==> src/rtl/pulse_meter_pkg.sv <==
// Shared types for the pulse interval meter.
// State encoding and the saturating all-ones value.
package pulse_meter_pkg;

  typedef enum logic [1:0] {
    IDLE,
    ARMED,
    MEASURE
  } state_e;

  function automatic logic [31:0] sat_max(input int unsigned width);
    return (width >= 32) ? 32'hFFFF_FFFF
                         : ((32'd1 << width) - 32'd1);
  endfunction

endpackage

==> src/rtl/pulse_interval_meter_if.sv <==
// Control and result bundle of the pulse interval meter.
// master drives controls and the pulse stream; slave is the meter.
interface pulse_interval_meter_if #(
  parameter int WIDTH = 16
);
  logic             en;
  logic             clear;
  logic             pulse_in;
  logic [WIDTH-1:0] timeout_count;
  logic [WIDTH-1:0] period;
  logic             period_valid;
  logic             overflow;
  logic             timeout;
  logic [WIDTH-1:0] min_period;
  logic [WIDTH-1:0] max_period;
  logic [WIDTH-1:0] sample_count;
  logic             busy;

  modport master (
    output en, clear, pulse_in, timeout_count,
    input  period, period_valid, overflow, timeout,
    input  min_period, max_period, sample_count, busy
  );

  modport slave (
    input  en, clear, pulse_in, timeout_count,
    output period, period_valid, overflow, timeout,
    output min_period, max_period, sample_count, busy
  );
endinterface

==> src/rtl/edge_rise_detect.sv <==
// One-flop rising-edge detector; the flop resets high so a
// level already asserted when reset releases is not an edge.
module edge_rise_detect (
  input  logic clk,
  input  logic rst_n,
  input  logic d,
  output logic rise
);

  logic level_d;
  logic level_q;

  always_comb level_d = d;

  always_ff @(posedge clk or negedge rst_n) begin
    if (!rst_n) level_q <= 1'b1;
    else        level_q <= level_d;
  end

  assign rise = d & ~level_q;

endmodule

==> src/rtl/pulse_interval_meter.sv <==
// Measures cycles between rising edges of pulse_in, keeping
// min/max/count statistics and a programmable missing-pulse timeout.
module pulse_interval_meter
  import pulse_meter_pkg::*;
#(
  parameter int WIDTH = 16
) (
  input logic clk,
  input logic rst_n,
  pulse_interval_meter_if.slave bus
);

  localparam logic [WIDTH-1:0] MAX = WIDTH'(sat_max(WIDTH));
  localparam logic [WIDTH-1:0] ONE = WIDTH'(1);

  state_e           state_q, state_d;
  logic [WIDTH-1:0] elapsed_q, elapsed_d;
  logic [WIDTH-1:0] period_q, period_d;
  logic             valid_q, valid_d;
  logic             ovf_q, ovf_d;
  logic             tmo_q, tmo_d;
  logic [WIDTH-1:0] min_q, min_d;
  logic [WIDTH-1:0] max_q, max_d;
  logic [WIDTH-1:0] count_q, count_d;
  logic             rise;
  logic             tmo_hit;

  edge_rise_detect u_edge (
    .clk  (clk),
    .rst_n(rst_n),
    .d    (bus.pulse_in),
    .rise (rise)
  );

  assign tmo_hit = (bus.timeout_count != '0)
                && (elapsed_q == bus.timeout_count);

  always_comb begin
    state_d   = state_q;
    elapsed_d = elapsed_q;
    period_d  = period_q;
    valid_d   = 1'b0;
    ovf_d     = 1'b0;
    tmo_d     = 1'b0;
    if (!bus.en) begin
      state_d   = IDLE;
      elapsed_d = '0;
    end else begin
      unique case (state_q)
        IDLE: state_d = ARMED;
        ARMED: begin
          if (rise) begin
            state_d   = MEASURE;
            elapsed_d = ONE;
          end
        end
        MEASURE: begin
          // An edge on the timeout cycle still counts as a period.
          if (rise) begin
            valid_d   = 1'b1;
            period_d  = elapsed_q;
            ovf_d     = (elapsed_q == MAX);
            elapsed_d = ONE;
          end else if (tmo_hit) begin
            tmo_d     = 1'b1;
            state_d   = ARMED;
            elapsed_d = '0;
          end else if (elapsed_q != MAX) begin
            elapsed_d = elapsed_q + ONE;
          end
        end
        default: state_d = IDLE;
      endcase
    end
  end

  always_comb begin
    min_d   = min_q;
    max_d   = max_q;
    count_d = count_q;
    if (bus.clear && valid_q) begin
      min_d   = period_q;
      max_d   = period_q;
      count_d = ONE;
    end else if (bus.clear) begin
      min_d   = MAX;
      max_d   = '0;
      count_d = '0;
    end else if (valid_q) begin
      if (period_q < min_q) min_d = period_q;
      if (period_q > max_q) max_d = period_q;
      if (count_q != MAX)   count_d = count_q + ONE;
    end
  end

  always_ff @(posedge clk or negedge rst_n) begin
    if (!rst_n) begin
      state_q   <= IDLE;
      elapsed_q <= '0;
      period_q  <= '0;
      valid_q   <= 1'b0;
      ovf_q     <= 1'b0;
      tmo_q     <= 1'b0;
      min_q     <= MAX;
      max_q     <= '0;
      count_q   <= '0;
    end else begin
      state_q   <= state_d;
      elapsed_q <= elapsed_d;
      period_q  <= period_d;
      valid_q   <= valid_d;
      ovf_q     <= ovf_d;
      tmo_q     <= tmo_d;
      min_q     <= min_d;
      max_q     <= max_d;
      count_q   <= count_d;
    end
  end

  assign bus.period       = period_q;
  assign bus.period_valid = valid_q;
  assign bus.overflow     = ovf_q;
  assign bus.timeout      = tmo_q;
  assign bus.min_period   = min_q;
  assign bus.max_period   = max_q;
  assign bus.sample_count = count_q;
  assign bus.busy         = (state_q == MEASURE);

endmodule

==> src/flat_wrapper.sv <==
// flat-port wrapper written by rule: the top's interface ports become plain ports
module pulse_interval_meter_flat import pulse_meter_pkg::*;
#(
  parameter int WIDTH = 16
)
  (clk, rst_n, bus_en, bus_clear, bus_pulse_in, bus_timeout_count, bus_period, bus_period_valid, bus_overflow, bus_timeout, bus_min_period, bus_max_period, bus_sample_count, bus_busy);
  pulse_interval_meter_if #(.WIDTH(WIDTH)) bus_i ();
  input logic clk;
  input logic rst_n;
  input wire logic [$bits(bus_i.en)-1:0] bus_en;
  input wire logic [$bits(bus_i.clear)-1:0] bus_clear;
  input wire logic [$bits(bus_i.pulse_in)-1:0] bus_pulse_in;
  input wire logic [$bits(bus_i.timeout_count)-1:0] bus_timeout_count;
  output wire logic [$bits(bus_i.period)-1:0] bus_period;
  output wire logic [$bits(bus_i.period_valid)-1:0] bus_period_valid;
  output wire logic [$bits(bus_i.overflow)-1:0] bus_overflow;
  output wire logic [$bits(bus_i.timeout)-1:0] bus_timeout;
  output wire logic [$bits(bus_i.min_period)-1:0] bus_min_period;
  output wire logic [$bits(bus_i.max_period)-1:0] bus_max_period;
  output wire logic [$bits(bus_i.sample_count)-1:0] bus_sample_count;
  output wire logic [$bits(bus_i.busy)-1:0] bus_busy;
  assign bus_i.en = bus_en;
  assign bus_i.clear = bus_clear;
  assign bus_i.pulse_in = bus_pulse_in;
  assign bus_i.timeout_count = bus_timeout_count;
  assign bus_period = bus_i.period;
  assign bus_period_valid = bus_i.period_valid;
  assign bus_overflow = bus_i.overflow;
  assign bus_timeout = bus_i.timeout;
  assign bus_min_period = bus_i.min_period;
  assign bus_max_period = bus_i.max_period;
  assign bus_sample_count = bus_i.sample_count;
  assign bus_busy = bus_i.busy;
  pulse_interval_meter #(.WIDTH(WIDTH)) u_core (.clk(clk), .rst_n(rst_n), .bus(bus_i));
endmodule
==> config.mk <==
export PLATFORM = sky130hd
export DESIGN_NAME = pulse_interval_meter_flat
export DESIGN_NICKNAME = d
export VERILOG_FILES = /design/src/rtl/pulse_meter_pkg.sv /design/src/rtl/pulse_interval_meter_if.sv /design/src/rtl/edge_rise_detect.sv /design/src/rtl/pulse_interval_meter.sv /design/src/flat_wrapper.sv
export SDC_FILE = /design/constraint.sdc
export NUM_CORES = 1
export LEC_CHECK = 0
export ABC_AREA = 0
export CORE_AREA = 2 2 101 103
export DETAILED_ROUTE_END_ITERATION = 7
export DIE_AREA = 0 0 103 105
export GPL_ROUTABILITY_DRIVEN = 0
export PLACE_DENSITY = 0.88
export SYNTH_ARGS = -nofsm -noshare
export SYNTH_HDL_FRONTEND = slang
export SYNTH_SLANG_ARGS = --single-unit
==> constraint.sdc <==
create_clock -name clk -period 2.6 [get_ports clk]
set_clock_uncertainty 0.1 [all_clocks]
set_input_delay 0.52 -clock clk [delete_from_list [all_inputs] [get_ports clk]]
set_output_delay 0.52 -clock clk [all_outputs]
set_load 0.02 [all_outputs]
==> impl_metrics.env <==
export IMPL_status="complete, no violations"
export IMPL_cp_start_kind="register"
export IMPL_synth_fp_nets=538
export IMPL_slowest_delay_ns=0.53
export IMPL_p_leak_nw=2.92
export IMPL_final_setup_viol_count=0
export IMPL_grt_overflow=0
export IMPL_synthToLayoutAreaGrowth_pct=28.9
export IMPL_hold_worst_slack_ns=0.407
export IMPL_synthArstFlopShare_pct=100
export IMPL_die_area_mm2=0.0108
export IMPL_finalCritPeriodShare_pct=97.7
export IMPL_grt_usage_pct=24.0
export IMPL_crit_path_end_kind="register"
export IMPL_syn_avg_cell_area_um2=10.4
export IMPL_synth_top_cell_area_share_pct=34.3
export IMPL_path_max_fanout=16
export IMPL_crit_type="reg -> reg"
export IMPL_finalMaxSlewViolations=0
export IMPL_clk_latency_ns=0.38
export IMPL_hold_viol=0
export IMPL_layout_common_cells="clkdlybuf4s50_1, dfrtp_1, inv_1"
export IMPL_synth_ff_type="dfrtp_1"
export IMPL_rows=36
export IMPL_p_per_area_mw_per_mm2=406
export IMPL_num_io_pins=89
export IMPL_antenna_found_initial=0
export IMPL_tns_ns=0
export IMPL_path_cells="inv_1 -> ha_1 -> nand4_1 -> o41a_1 -> a21o_1 -> a32o_1"
export IMPL_ys_warn_count=0
export IMPL_netlist_instances=484
export IMPL_drive_above_1_share_pct=16.8
export IMPL_relSlewSlack_pct=51.2
export IMPL_die_h_um=105
export IMPL_cts_tree="done"
export IMPL_num_nets_final=650
export IMPL_max_slew_worst_pin_slew_ns=0.725
export IMPL_cp_num_buf_inv=1
export IMPL_clk_pin_slew_worst_paths_ns=0.10
export IMPL_htreeDepth=3
export IMPL_place_hpwl_um=9550
export IMPL_layout_commonest_cell="clkdlybuf4s50_1"
export IMPL_dr_pass1_iters=4
export IMPL_grt_pass1_vias=4316
export IMPL_coreArea_mm2=0.00964
export IMPL_max_freq_mhz=394
export IMPL_postRouteAntennaNets=0
export IMPL_yosys_area_top_type="dfrtp_1"
export IMPL_synth_area_top_cells="dfrtp_1, dfstp_2, ha_1"
export IMPL_ys_types=57
export IMPL_grt_pass1_wl_um=20500
export IMPL_start_util_pct=52.2
export IMPL_crit_required_ns=2.77
export IMPL_synth_enable_flop_cells=0
export IMPL_grt_start_max_net_pins=37
export IMPL_path_delay_family="compound AO/OA/AOI/OAI gates"
export IMPL_period_minus_slack_ns=2.54
export IMPL_cp_data_arrival_time_ns=2.71
export IMPL_drc=0
export IMPL_cts_buffers=9
export IMPL_vias=4373
export IMPL_drt_wirelength_per_cell_um=17.3
export IMPL_cts_buffer_depth=2
export IMPL_syn_area_mm2=0.00503
export IMPL_ys_seq_area_share_pct=43.2
export IMPL_cts_sinks=86
export IMPL_ys_ff_latch=86
export IMPL_vias_per_cell=5.96
export IMPL_die_w_um=103
export IMPL_hold_class="reg -> reg"
export IMPL_drv_cap=0
export IMPL_cpMaxStageDelayCell="o41a_1"
export IMPL_drt_wl_total_um=12700
export IMPL_antenna_cells=0
export IMPL_final_util_pct=67.3
export IMPL_ir_drop_v=0.000260
export IMPL_cts_root_buf="clkbuf_8"
export IMPL_grt_setup_unrepaired="false"
export IMPL_drt_iter0_markers=216
export IMPL_io_buffers=88
## final timing paths
| path | cells after the start | slack, ns | startpoint | to |
|---|---|---|---|---|
| worst max-delay path | 6 | 0.06 | u_core.bus.max_period[15] | u_core.bus.max_period[8] |
| worst min-delay path | 2 | 0.41 | u_core.bus.min_period[15] | u_core.bus.min_period[15] |
| worst max register to register | 6 | 0.06 | u_core.bus.max_period[15] | u_core.bus.max_period[8] |
| worst min register to register | 2 | 0.41 | u_core.bus.min_period[15] | u_core.bus.min_period[15] |
| max in group asynchronous | 3 | 1.19 | rst_n | u_core.bus.min_period[14] |
| min in group asynchronous | 2 | 0.51 | rst_n | u_core.bus.sample_count[11] |
## synth_stat cells, types with 4 or more instances
library cell and n:
o21a_1 4, nor2b_1 20, a31oi_1 4, dfrtp_1 69
clkbuf_1 8, xnor2_1 10, nor2_1 27, a21oi_1 22
nor4_1 6, nand3b_1 4, mux2i_1 22, nand2_1 20
a21oi_2 6, o21ai_0 10, a32o_1 16, nand3_1 22
ha_1 33, buf_2 10, and3_1 8, nand4_1 21
xor2_1 19, inv_1 36, mux2_2 16, a41oi_1 4
dfstp_2 17, and2_1 4
## worst min-delay path, stage by stage (launching register included)
cell and delay (ns):
dfstp_2 0.38, inv_1 0.06, mux2i_1 0.07
## area by class of cell
class | instances | area (µm²)
well taps | 133 | 166
repair buffers | 123 | 1190
flip-flops and latches | 86 | 2170
fillers | 714 | 3160
clock buffers | 9 | 124
inverters | 36 | 135
clock inverters | 7 | 66.3
multi-input cells | 340 | 2620
## per-layer routing
layer  routed length [µm]  GRT usage (%)  vias up
met3                  636           4.28       36
met5                    0              0        -
li1                     -              -     1990
met1                 5070           28.9     2173
met2                 6600           41.2      174
met4                  401           10.7        0
## power by group
group | switching, mW | internal, mW | leakage, nW
registers | 0.0227 | 1.36 | 1.14
logic | 0.178 | 0.143 | 1.69
clock network | 0.551 | 0.371 | 0.0918
## sequential cells by signal, summed over array words and instances (netlist names)
signal	cells
u_core.bus.period_valid	1
u_core.bus.min_period	16
u_core.bus.period	16
u_core.u_edge.level_q	1
u_core.state_q	2
u_core.bus.timeout	1
u_core.bus.overflow	1
u_core.bus.max_period	16
u_core.elapsed_q	16
u_core.bus.sample_count	16
## per-stage QoR
| step | worst slack, ns | area, µm² | total power, mW | instances |
|---|---|---|---|---|
| after floorplan | 0.235 | 5030 | 1.57 | 484 |
| after global placement | -0.112 | 6240 | 1.71 | 715 |
| after detailed placement | -0.244 | 6240 | 1.72 | 715 |
| after CTS | 0.0122 | 6450 | 2.64 | 732 |
| after global routing | 0.0171 | 6480 | 2.73 | 734 |
| final | 0.0608 | 6480 | 2.63 | 734 |
## cells by family after synthesis
logic type | count (synthesis) | share of synthesized area [%]
XOR/XNOR | 29 | 5.05
adder cells (fa/ha/maj) | 33 | 8.21
AO/OA/AOI/OAI | 91 | 14.1
AND/OR/NAND/NOR | 148 | 16.2
buffers and inverters | 59 | 5.25
flip-flops | 86 | 43.2
multiplexers | 38 | 7.96
## timing repair
item	4_1_cts	5_1_grt
pin swaps	1	2
hold buffers	1	0
endpoints found under the setup margin	10	18
gates cloned	0	1
hold endpoints to repair	16	0
gates resized for setup	1	3
setup buffers	0	1
No activity file was read; power rests on OpenSTA's default activity.
